**src/rtl/napot_encoder.sv**
```systemverilog
// Purpose : encode a NAPOT PMP region (byte base, log2 size k) into pmpaddr format.
// Latency : 2 cycles from accept for illegal requests or k=3, 2+(k-3) cycles otherwise.
// Backpressure: result held in DONE until rsp_ready; no new request accepted until back in IDLE.
//
// Ports:
//   clk, rst (async active-high), flush (synchronous abort)
//   req_valid/req_ready, req_base[31:0], req_size_log2[5:0]  - request handshake
//   rsp_valid/rsp_ready, rsp_pmpaddr[31:0], rsp_err          - response handshake
//   busy                                                     - state is not IDLE
module napot_encoder (
    input  logic        clk,
    input  logic        rst,
    input  logic        flush,
    input  logic        req_valid,
    output logic        req_ready,
    input  logic [31:0] req_base,
    input  logic [5:0]  req_size_log2,
    output logic        rsp_valid,
    input  logic        rsp_ready,
    output logic [31:0] rsp_pmpaddr,
    output logic        rsp_err,
    output logic        busy
);

    localparam logic [1:0] ST_IDLE  = 2'd0;
    localparam logic [1:0] ST_CHECK = 2'd1;
    localparam logic [1:0] ST_BUILD = 2'd2;
    localparam logic [1:0] ST_DONE  = 2'd3;

    logic [1:0]  state_q, state_d;
    logic [31:0] base_q,  base_d;
    logic [5:0]  k_q,     k_d;
    logic [4:0]  ones_q,  ones_d;
    logic [31:0] mask_q,  mask_d;
    logic [4:0]  cnt_q,   cnt_d;
    logic [31:0] pmp_q,   pmp_d;
    logic        err_q,   err_d;

    // Alignment mask in 33 bits so that k=32 covers every address bit.
    logic [32:0] align_mask;
    logic        misaligned;
    logic        chk_err;
    logic [31:0] base_shr;
    logic [31:0] mask_next;

    assign align_mask = (33'd1 << k_q) - 33'd1;
    assign misaligned = |({1'b0, base_q} & align_mask);
    assign chk_err    = (k_q < 6'd3) || (k_q > 6'd32) || misaligned;
    assign base_shr   = base_q >> 2;
    assign mask_next  = (mask_q << 1) | 32'd1;

    always_comb begin
        state_d = state_q;
        base_d  = base_q;
        k_d     = k_q;
        ones_d  = ones_q;
        mask_d  = mask_q;
        cnt_d   = cnt_q;
        pmp_d   = pmp_q;
        err_d   = err_q;
        case (state_q)
            ST_IDLE: begin
                // Flush wins over acceptance.
                if (!flush && req_valid) begin
                    base_d  = req_base;
                    k_d     = req_size_log2;
                    // 5-bit wrap gives 29 for k=32; out-of-range k is rejected in CHECK.
                    ones_d  = req_size_log2[4:0] - 5'd3;
                    mask_d  = 32'd0;
                    state_d = ST_CHECK;
                end
            end
            ST_CHECK: begin
                if (flush) begin
                    state_d = ST_IDLE;
                end else if (chk_err) begin
                    pmp_d   = 32'd0;
                    err_d   = 1'b1;
                    state_d = ST_DONE;
                end else if (ones_q == 5'd0) begin
                    pmp_d   = base_shr;
                    err_d   = 1'b0;
                    state_d = ST_DONE;
                end else begin
                    cnt_d   = ones_q;
                    state_d = ST_BUILD;
                end
            end
            ST_BUILD: begin
                if (flush) begin
                    state_d = ST_IDLE;
                end else begin
                    mask_d = mask_next;
                    cnt_d  = cnt_q - 5'd1;
                    // Last step: mask_next already holds ones trailing ones.
                    if (cnt_q == 5'd1) begin
                        pmp_d   = base_shr | mask_next;
                        err_d   = 1'b0;
                        state_d = ST_DONE;
                    end
                end
            end
            default: begin
                if (flush || rsp_ready) begin
                    state_d = ST_IDLE;
                end
            end
        endcase
    end

    always_ff @(posedge clk or posedge rst) begin
        if (rst) begin
            state_q <= ST_IDLE;
            base_q  <= 32'd0;
            k_q     <= 6'd0;
            ones_q  <= 5'd0;
            mask_q  <= 32'd0;
            cnt_q   <= 5'd0;
            pmp_q   <= 32'd0;
            err_q   <= 1'b0;
        end else begin
            state_q <= state_d;
            base_q  <= base_d;
            k_q     <= k_d;
            ones_q  <= ones_d;
            mask_q  <= mask_d;
            cnt_q   <= cnt_d;
            pmp_q   <= pmp_d;
            err_q   <= err_d;
        end
    end

    // Handshake/status outputs depend on the state register only.
    assign req_ready   = (state_q == ST_IDLE);
    assign busy        = (state_q != ST_IDLE);
    assign rsp_valid   = (state_q == ST_DONE);
    assign rsp_pmpaddr = pmp_q;
    assign rsp_err     = err_q;

endmodule

```
**config.mk**
```make
export PLATFORM = sky130hd
export DESIGN_NAME = napot_encoder
export DESIGN_NICKNAME = d
export VERILOG_FILES = /design/src/rtl/napot_encoder.sv
export SDC_FILE = /design/constraint.sdc
export NUM_CORES = 1
export LEC_CHECK = 0
export BUFFER_PORTS_ARGS = -buffer_cell sky130_fd_sc_hd__buf_2
export CORE_MARGIN = 5
export CORE_UTILIZATION = 63
export CTS_CLUSTER_DIAMETER = 200
export DETAILED_ROUTE_END_ITERATION = 6
export GPL_ROUTABILITY_DRIVEN = 0
export PLACE_DENSITY = 0.95
export SLEW_MARGIN = 25
export SYNTH_ARGS = -nofsm -noshare
export SYNTH_HDL_FRONTEND = slang
export SYNTH_SLANG_ARGS = --single-unit
```
**constraint.sdc**
```tcl
create_clock -name clk -period 5.9 [get_ports clk]
set_clock_uncertainty 0.2 [all_clocks]
set_input_delay 0.59 -clock clk [delete_from_list [all_inputs] [get_ports clk]]
set_output_delay 0.59 -clock clk [all_outputs]
set_load 0.005 [all_outputs]
```
==> reports/summary.txt, run 1 <==
outcome: finished, violations left
failing checks: design-rule violations
most common flop cell mapped by yosys: dfrtp_1
commonest cells after routing, fill and taps aside: nand2_1 (263), dfrtp_1 (114), buf_2 (78)
IO buf count: 78
CP startpoint kind: register
post_cts resized: 0
Critical Path AT: 5.44 ns
first-pass GRT wire length: 27.33 mm
VDD IR max: 0.3259 mV
Site Rows: 35
Final Setup Violations: 0
f_max: 189.9 MHz
pwr dens: 575.6 nW/um^2
detailed router's first-iteration violation count: 1,086
r2r startpoint: k_q[1]$_DFFE_PP0P_
Final Cycle Share: 0.8923
Pwr Total: 4.046 mW
Post-Synthesis Cells: 732
pin count of the biggest net entering global routing: 80
share of layout cells above drive strength 1: 0.1801
Diodes inserted: 0
Mapped Avg Cell Area: 8.304 um^2
Die Footprint: 11,710 um^2
Initial Util: 0.6516
WP buf/inv: 1
CP Capture Type: register
Crit Reg-Reg Endpoint: rsp_pmpaddr[11]$_DFFE_PP0P_
all-layer global routing usage: 0.2968
hold bufs inserted after CTS: 0
Lkg Pwr: 3.347 nW
grt ovf: 0
required time of the critical path: 6.08 ns
clock root buffer: clkbuf_8
EDFF count, synth: 0
Die H: 108.2 um
Sink Count: 114
crit-path max FO: 57
Final Hold Viols: 0
reg2reg setup slack: 0.64 ns
r2r worst-path depth: 12
CP max stage cell: dfrtp_1
final WL: 16.81 mm
Max clock buf depth: 2
DP HPWL: 10.27 mm
nets: 832
Die W: 108.2 um
drt pass-1 iters: 7
Via density: 6.293
Distinct cells, synth: 69
Warnings, synthesis: 0
synthesized flop and latch total: 114
final setup TNS: 0 ns
pre-CTS WS: 0.9155 ns
post-CTS setup buffer count: 0
post-layout min period: 5.265 ns
crit-path max cell delay: 1.01 ns
Async S/R FF share, synth: 1.000
RSZ-0062 raised after global routing: no
vias: 5,808
vias in the first global route: 5,522
worst slew pin tran: 1.018 ns
commonest non-fill, non-tap cell in the layout: nand2_1
DRC violations left: 70
worst hold-check path type: in2async
drt wl/cell: 18.21 um
core area: 9328 um^2
Num CTS Buffers: 17
Final Slew Violations: 0
Clock Latency Late Sink: 0.53 ns
CP Class: reg2reg
initial antenna violation count: 0
IO Count: 79
Seq/Total Area, Yosys: 0.4693
max-cap violations: 0
CP Cell Sequence: nor2_1 -> nand2_1 -> ha_1 -> nor4_1 -> a21oi_1 -> o21ai_1 -> a221o_1 -> nor4_2 -> nand4_2 -> o31ai_4 -> buf_4 -> o21ai_0
final worst slack: 0.6353 ns
syn_nets: 783
Detail Route Antenna Nets: 0
CP delay by family, top: compound AO/OA/AOI/OAI gates
Synth-to-Final Area Change: 15.64%
# fillers: 592
number of H-tree levels: 4
Slew HR: 0.3216
CTS tree: built
clk slew on worst S/H paths: 0.06 ns
Mapped Area: 6078 um^2
how the worst max path moves through the flow:
stage / cells after the start / start / slack (ns) / to
6_report: 12 / k_q[1]$_DFFE_PP0P_ / 0.64 / rsp_pmpaddr[11]$_DFFE_PP0P_
5_1_grt: 12 / k_q[1]$_DFFE_PP0P_ / 0.30 / rsp_pmpaddr[19]$_DFFE_PP0P_
4_1_cts: 12 / k_q[1]$_DFFE_PP0P_ / 0.85 / rsp_pmpaddr[11]$_DFFE_PP0P_
3_5_place_dp: 12 / k_q[4]$_DFFE_PP0P_ / 0.92 / rsp_pmpaddr[12]$_DFFE_PP0P_
3_3_place_gp: 12 / k_q[1]$_DFFE_PP0P_ / 1.31 / rsp_pmpaddr[11]$_DFFE_PP0P_
2_1_floorplan: 1 / rst / 2.09 / base_q[0]$_DFFE_PP0P_
synthesized netlist by cell type, drive strengths merged (3+ instances only):
master,number,area [um^2]
buf,22,153.9
nand3,12,60.06
nor3,7,35.03
a22oi,4,30.03
inv,14,52.55
mux2,4,45.04
xnor2,4,35.03
nand2,263,987.2
nor4,6,65.06
dfrtp,114,2853
o22ai,4,25.02
o31ai,14,110.1
xor2,3,26.28
nand3b,5,37.54
ha,8,100.1
nand4,5,37.53
nor2,19,71.32
o31a,3,26.28
a31oi,5,31.28
o41ai,3,26.28
and3,3,18.77
o211ai,3,22.52
mux2i,6,60.06
nor2b,4,25.02
o21ai,83,456.7
clkbuf,33,123.9
a21oi,40,200.2
flip-flops by register name (all words and copies together) (netlist names):
register / cells
base_q: 32
rsp_pmpaddr: 32
mask_q: 31
k_q: 6
cnt_q: 5
ones_q: 5
state_q: 2
rsp_err: 1
worst register-to-register path, cell delays in order, from the launching register on:
cell and delay (ns):
dfrtp_1 1.01, nor2_1 0.28, nand2_1 0.13, ha_1 0.79, nor4_1 0.21, a21oi_1 0.21, o21ai_1 0.11, a221o_1 0.39
nor4_2 0.29, nand4_2 0.27, o31ai_4 0.45, buf_4 0.55, o21ai_0 0.23
per-layer routing:
metal	vias up	GRT usage	wire [um]
met5	-	0	0
met4	0	0.1262	709
met3	102	0.08358	1780
met2	443	0.4627	7787
met1	2668	0.3904	6532
li1	2595	-	-
per-stage QoR:
step	cell area (um^2)	utilization	std cells	hold slack (ns)
detailed placement	6419	0.6881	891	0.2602
global route	7029	0.7536	923	0.05151
floorplan	6078	-	732	0.2465
CTS	7029	0.7536	923	0.03965
global placement	6419	0.6881	891	0.2569
finish	7029	0.7536	923	0.0001494
cell type report:
cell class	count	area, um^2	share of cell area
multi-input cells	549	2907	0.4135
flip-flops and latches	114	2853	0.4058
clock buffers	20	455.4	0.06479
repair buffers	85	442.9	0.06301
well taps	129	161.4	0.02296
clock inverters	12	155.1	0.02207
inverters	14	55.05	0.007832
power by group:
part	switching [mW]	total, mW	internal, mW
clock network	0.380	1.06	0.677
registers	0.419	1.45	1.03
logic	0.966	1.54	0.574
kinds of logic after synthesis:
family,after synthesis,share of synthesized area
xor+xnor,7,0.01009
fa+ha+maj,8,0.01647
buf+inv,69,0.05434
mux,10,0.01729
simple gates,340,0.2421
flops,114,0.4693
compound gates,184,0.1904
Power figures use the tool's default switching activity.
==> run 2, diff against run 1 <==
- CORE_UTILIZATION: 63 -> 40
- HOLD_SLACK_MARGIN: not set -> 0.05
- PLACE_DENSITY: 0.95 -> 0.69
==> run 2 against run 1 <==
- the run now ends clean
- largest cell class unchanged
- die area rose by 52%
- utilization fell by 28 points
- hold slack improved by 0.089 ns
- setup slack improved by 0.44 ns
- cell area rose by 1.5%
==> reports/summary.txt, run 2 (synthesis gave the netlist of run 1 again) <==
outcome: finished, final reports clean
Die H: 133.3 um (+23%)
core area: 15,030 um^2 (+61%)
Num CTS Buffers: 17 (unchanged)
post-CTS setup buffer count: 0 (unchanged)
Initial Util: 0.4043 (-0.2473)
Site Rows: 45 (+29%)
Via density: 5.343 (-15%)
CP Class: reg2reg
Worst Setup SP: k_q[5]$_DFFE_PP0P_
Synth-to-Final Area Change: 17.35%
Design Area, Final: 7133 um^2 (+1.5%)
capture point of the critical path: rsp_err$_DFFE_PP0P_
drt pass-1 iters: 5 (-2)
Final Setup Violations: 0 (unchanged)
final WL: 15.59 mm (-7.3%)
IO buf count: 78 (unchanged)
required time of the critical path: 5.99 ns (-0.09 ns)
drt wl/cell: 15.81 um (-13%)
Final Cycle Share: 0.8172 (-0.07515)
Die Footprint: 17,760 um^2 (+52%)
CP startpoint kind: register
grt ovf: 0 (unchanged)
commonest non-fill, non-tap cell in the layout: nand2_1
r2r worst-path depth: 12 (unchanged)
final setup TNS: 0 ns (unchanged)
Crit Reg-Reg Endpoint: rsp_err$_DFFE_PP0P_
CTS tree: built
Diodes inserted: 0 (unchanged)
Sink Count: 114 (unchanged)
all-layer global routing usage: 0.1798 (-0.1170)
RSZ-0062 raised after global routing: no
Critical Path AT: 4.91 ns (-0.53 ns)
number of H-tree levels: 4 (unchanged)
initial antenna violation count: 0 (unchanged)
share of layout cells above drive strength 1: 0.1842 (+0.004110)
DRC violations left: 0 (-100%)
f_max: 207.4 MHz (+9.2%)
Die W: 133.3 um (+23%)
first-pass GRT wire length: 25.61 mm (-6.3%)
Final Hold Viols: 0 (unchanged)
reg2reg setup slack: 1.08 ns (+0.44 ns)
placed inst area: 6523 um^2 (+1.6%)
crit-path max FO: 45 (-21%)
clk slew on worst S/H paths: 0.06 ns (about the same)
detailed router's first-iteration violation count: 446 (-59%)
Clock Latency Late Sink: 0.42 ns (-0.11 ns)
worst slew pin tran: 0.9831 ns (-0.03459 ns)
vias in the first global route: 4,984 (-9.7%)
Lkg Pwr: 3.375 nW (+0.82%)
nets: 836 (+0.48%)
pwr dens: 554.1 nW/um^2 (-3.7%)
Max clock buf depth: 2 (unchanged)
max-cap violations: 0 (unchanged)
hold bufs inserted after CTS: 0 (unchanged)
pin count of the biggest net entering global routing: 80 (unchanged)
Final Slew Violations: 0 (unchanged)
Detail Route Antenna Nets: 0 (unchanged)
post_cts resized: 0 (unchanged)
commonest cells after routing, fill and taps aside: nand2_1 (263), dfrtp_1 (114), buf_2 (78)
worst hold-check path type: in2async
Seq. cell area: 2853 um^2 (unchanged)
r2r startpoint: k_q[5]$_DFFE_PP0P_
# fillers: 1,457 (+150%)
DP HPWL: 10.37 mm (+0.91%)
multi-input logic area: 2907 um^2 (unchanged)
IO Count: 79 (unchanged)
clock root buffer: clkbuf_16
CP Capture Type: register
VDD IR max: 0.3806 mV (+17%)
post-layout min period: 4.821 ns (-0.4434 ns)
Slew HR: 0.3446 (+0.02306)
vias: 5,268 (-9.3%)
## run 2: cell types whose count changed in the layout (fill, tap and decap cells not counted), sizes merged
| cell | delta |
|---|---|
| clkinv | +6 |
| buf | +4 |
| clkinvlp | -3 |
| clkbuf | -3 |
## run 2: how the worst min path moves through the flow
stage | startpoint | slack [ns] | end | depth (start not counted)
after global routing | rst | 0.16 | rsp_pmpaddr[30]$_DFFE_PP0P_ | 2
after floorplan | base_q[0]$_DFFE_PP0P_ | 0.25 | base_q[0]$_DFFE_PP0P_ | 2
after detailed placement | rsp_pmpaddr[7]$_DFFE_PP0P_ | 0.27 | rsp_pmpaddr[7]$_DFFE_PP0P_ | 2
after global placement | rsp_pmpaddr[7]$_DFFE_PP0P_ | 0.26 | rsp_pmpaddr[7]$_DFFE_PP0P_ | 2
after CTS | rst | 0.12 | rsp_pmpaddr[24]$_DFFE_PP0P_ | 2
final | rst | 0.09 | rsp_pmpaddr[24]$_DFFE_PP0P_ | 2
## run 2: final cells by class
| cell class | instances | area share |
|---|---|---|
| Sequential cell | 114 | 0.3999 |
| Multi-Input combinational cell | 549 | 0.4075 |
| Clock inverter | 15 | 0.02596 |
| Inverter | 14 | 0.007718 |
| Clock buffer | 17 | 0.05964 |
| Tap cell | 188 | 0.03298 |
| Timing Repair Buffer | 89 | 0.06630 |
## run 2: critical path: stages (launching register included)
cell,delay [ns]
dfrtp_1,0.98
nor4_2,0.20
nand3b_1,0.15
ha_1,0.76
nor4_1,0.16
a21oi_1,0.18
o21ai_1,0.09
a221o_1,0.36
nor4_2,0.27
nand4_2,0.27
o31ai_4,0.26
buf_4,0.42
mux2_1,0.37
## run 2: power by group
part	total, mW	internal (mW)	switching, mW
sequential	1.35	1.03	0.321
clock	1.05	0.666	0.379
combinational	1.55	0.591	0.963
total	3.95	2.29	1.66
## run 2: routing by layer
metal / track usage / part of all wire / vias up
li1: - / - / 2616
met1: 0.2495 / 0.46 / 2480
met2: 0.2793 / 0.46 / 155
met3: 0.04116 / 0.062 / 17
met4: 0.05943 / 0.017 / 0
met5: 0 / 0 / -
## run 2: per-stage QoR
| stage | hold slack (ns) | cells | utilization | setup slack (ns) | power (mW) |
|---|---|---|---|---|---|
| after floorplan | 0.2465 | 732 | - | 2.094 | 2.515 |
| after global placement | 0.2577 | 954 | 0.4339 | 1.341 | 2.881 |
| after detailed placement | 0.2654 | 954 | 0.4339 | 1.163 | 2.905 |
| after CTS | 0.1167 | 986 | 0.4745 | 1.159 | 3.965 |
| after global routing | 0.1571 | 986 | 0.4745 | 0.7459 | 4.239 |
| final | 0.08873 | 986 | 0.4745 | 1.079 | 3.952 |
==> run 3, diff against run 2 <==
- ABC_AREA: not set -> 1
- PLACE_DENSITY: 0.69 -> 0.71
- clock period: 5.9 -> 4.23 ns (I/O delays scaled with it)
==> run 3 against run 2 <==
- sequential power grew 39%
- die area is 3.0% higher
- critical path depth rose by 8
- cell count rose by 22%
- wire length rose by 11%
- area after synthesis up 3.2%
- largest power group unchanged
- maximum frequency up 27%
- clock power increased by 30%
==> reports/summary.txt, run 3 <==
Die Footprint: 18,290 um^2 (+3.0%)
final WL: 17.29 mm (+11%)
Initial Util: 0.4097 (+0.005394)
Synth-to-Final Area Change: 23.15%
commonest non-fill, non-tap cell in the layout: nand2_1
pin count of the biggest net entering global routing: 51 (-36%)
Warnings, synthesis: 0 (unchanged)
Diodes inserted: 0 (unchanged)
initial antenna violation count: 0 (unchanged)
syn_nets: 928 (+19%)
DP HPWL: 12.46 mm (+20%)
HP Start: req_size_log2[4]
final setup TNS: 0 ns (unchanged)
Psw: 2.462 mW (+48%)
Final Hold Viols: 0 (unchanged)
internal power: 3.141 mW (+37%)
IO buf count: 78 (unchanged)
Critical Path AT: 3.94 ns (-0.97 ns)
core area: 15,310 um^2 (+1.9%)
WHS Path Cells: 3
Die W: 135.2 um (+1.5%)
Seq/Total Area, Yosys: 0.4546 (-0.01469)
Site Rows: 45 (unchanged)
worst slew pin tran: 0.9735 ns (-0.009532 ns)
synth cell count leaders: nand2_1 (352), dfrtp_1 (114), inv_1 (68), nor2_1 (68), o21ai_0 (57)
Post-Synthesis Cells: 877 (+20%)
CP startpoint kind: register
area leader, netlist: dfrtp_1
Final Cycle Share: 0.8943 (+0.07713)
vias: 6,063 (+15%)
CTS tree: built
Net Sw Frac: 0.4394 (+0.01865)
reg2reg setup slack: 0.45 ns (-0.63 ns)
Mapped Avg Cell Area: 7.155 um^2 (-14%)
hold endpoint: k_q[4]$_DFFE_PP0P_
Clock Latency Late Sink: 0.42 ns (about the same)
all-layer global routing usage: 0.1984 (+0.01859)
Final Slew Violations: 0 (unchanged)
clk slew on worst S/H paths: 0.05 ns (about the same)
CP Class: reg2reg
f_max: 264.3 MHz (+27%)
# fillers: 1,510 (+3.6%)
cell with the most instances after synthesis: nand2_1
combinational fraction of design power: 0.422 (+0.029)
first-pass GRT wire length: 29.27 mm (+14%)
outcome: finished, final reports clean
drt wl/cell: 14.37 um (-9.1%)
required time of the critical path: 4.39 ns (-1.60 ns)
pwr dens: 725.2 nW/um^2 (+31%)
r2r worst-path depth: 20 (+8)
Final Hold Slack: 0.05834 ns (-0.03038 ns)
Detail Route Antenna Nets: 0 (unchanged)
top post-synthesis cells by area: dfrtp_1 (45%), nand2_1 (21%), o21ai_0 (4.5%), nand4_1 (4.5%), nand3_1 (4.4%)
share of layout cells above drive strength 1: 0.1321 (-0.05215)
grt ovf: 0 (unchanged)
post-layout min period: 3.783 ns (-1.038 ns)
post_cts resized: 0 (unchanged)
Worst Setup SP: k_q[2]$_DFFE_PP0P_
Distinct cells, synth: 31 (-55%)
sequential share of power: 0.333 (-0.009)
CP Capture Type: register
commonest cells after routing, fill and taps aside: nand2_1 (352), dfrtp_1 (114), buf_2 (78)
Die H: 135.2 um (+1.5%)
clock root buffer: clkbuf_16
worst hold-check path type: in2reg
placed cell count: 1,138 (+19%)
Slew HR: 0.3494 (+0.004783)
nets: 1,032 (+23%)
detailed router's first-iteration violation count: 540 (+21%)
r2r startpoint: k_q[2]$_DFFE_PP0P_
IO Count: 79 (unchanged)
Finished Layout Cells: 1,203 (+22%)
crit-path max FO: 20 (-56%)
Max clock buf depth: 2 (unchanged)
Pwr Total: 5.604 mW (+42%)
Num CTS Buffers: 17 (unchanged)
most common flop cell mapped by yosys: dfrtp_1
RSZ-0062 raised after global routing: no
number of H-tree levels: 4 (unchanged)
EDFF count, synth: 0 (unchanged)
Async S/R FF share, synth: 1.000 (unchanged)
DRC violations left: 0 (unchanged)
Final Setup Violations: 0 (unchanged)
Sink Count: 114 (unchanged)
Lkg Pwr: 4.207 nW (+25%)
vias in the first global route: 5,821 (+17%)
drt pass-1 iters: 7 (+2)
clock network power share: 0.244 (-0.021)
synthesized flop and latch total: 114 (unchanged)
Crit Reg-Reg Endpoint: rsp_pmpaddr[13]$_DFFE_PP0P_
max-cap violations: 0 (unchanged)
VDD IR max: 0.4271 mV (+12%)
Synth top area share: 0.4546 (-0.01469)
Mapped Area: 6275 um^2 (+3.2%)
Via density: 5.040 (-5.7%)
-- run 3: power by group through the flow --
| stage | sequential [mW] | clock, mW | combinational (mW) |
|---|---|---|---|
| global placement | 1.87 | 0 | 2.28 |
| detailed placement | 1.88 | 0 | 2.32 |
| global route | 1.93 | 1.43 | 2.71 |
| floorplan | 1.73 | 0 | 1.81 |
| CTS | 1.87 | 1.38 | 2.36 |
| finish | 1.87 | 1.37 | 2.37 |
-- run 3: timing repair --
action,in CTS,in global routing
buffers inserted,0,0
hold buffers,35,0
hold endpoints to repair,82,0
-- run 3: per-stage QoR --
stage / setup WS, ns / cell area [um^2] / utilization
final: 0.4471 / 7727 / 0.5046
after global routing: 0.1641 / 7727 / 0.5046
after CTS: 0.5136 / 7727 / 0.5046
after detailed placement: 0.5298 / 6810 / 0.4447
after global placement: 0.6876 / 6810 / 0.4447
after floorplan: 0.5913 / 6275 / -
-- run 3: kinds of logic (layout without fill, tap and decap cells) --
group                    count (synthesis)  count (layout)  synth area share
AO/OA/AOI/OAI                           99              99           0.08694
XOR/XNOR                                 5               5          0.006979
adder cells (fa/ha/maj)                  8               8           0.01595
buffers and inverters                  113             228           0.07737
flip-flops                             114             114            0.4546
AND/OR/NAND/NOR                        538             538            0.3581
-- run 3: metal layers --
layer	track usage	routed length (um)	vias to the layer above
li1	-	-	3048
met1	0.2695	7910	2817
met2	0.3103	8074	167
met3	0.04978	952	31
met4	0.06663	352	0
met5	0	0	-
-- run 3: critical path, stage by stage (launching register included) --
cell	delay, ns
dfrtp_1	0.59
nor2_1	0.13
nand2_1	0.15
inv_1	0.09
nand2_1	0.07
ha_1	0.18
nand2_1	0.10
nor2_1	0.16
nand2_1	0.09
nor2_1	0.27
nand3_1	0.12
nand3_1	0.10
nand2_1	0.06
nor2_1	0.17
nand2_1	0.11
nor2_4	0.25
nand4_1	0.19
nand2_4	0.22
buf_4	0.28
nand2_1	0.09
nand2_1	0.08
-- run 3: layout make-up --
cell class,instances,area [um^2],area share
inverter,75,286.5,0.03708
timing repair buffer,123,815.8,0.1056
clock buffer,26,519.2,0.06720
clock inverter,4,47.55,0.006153
multi-input combinational,650,2942,0.3807
sequential,114,2853,0.3692
tap,211,264.0,0.03416
-- run 3: worst max-delay path by stage --
| stage | to | slack [ns] | depth (start not counted) |
|---|---|---|---|
| floorplan | base_q[0]$_DFFE_PP0P_ | 0.59 | 1 |
| global placement | rsp_pmpaddr[4]$_DFFE_PP0P_ | 0.69 | 20 |
| detailed placement | rsp_pmpaddr[13]$_DFFE_PP0P_ | 0.53 | 20 |
| CTS | rsp_pmpaddr[13]$_DFFE_PP0P_ | 0.51 | 20 |
| global route | rsp_pmpaddr[20]$_DFFE_PP0P_ | 0.16 | 20 |
| finish | rsp_pmpaddr[13]$_DFFE_PP0P_ | 0.45 | 20 |
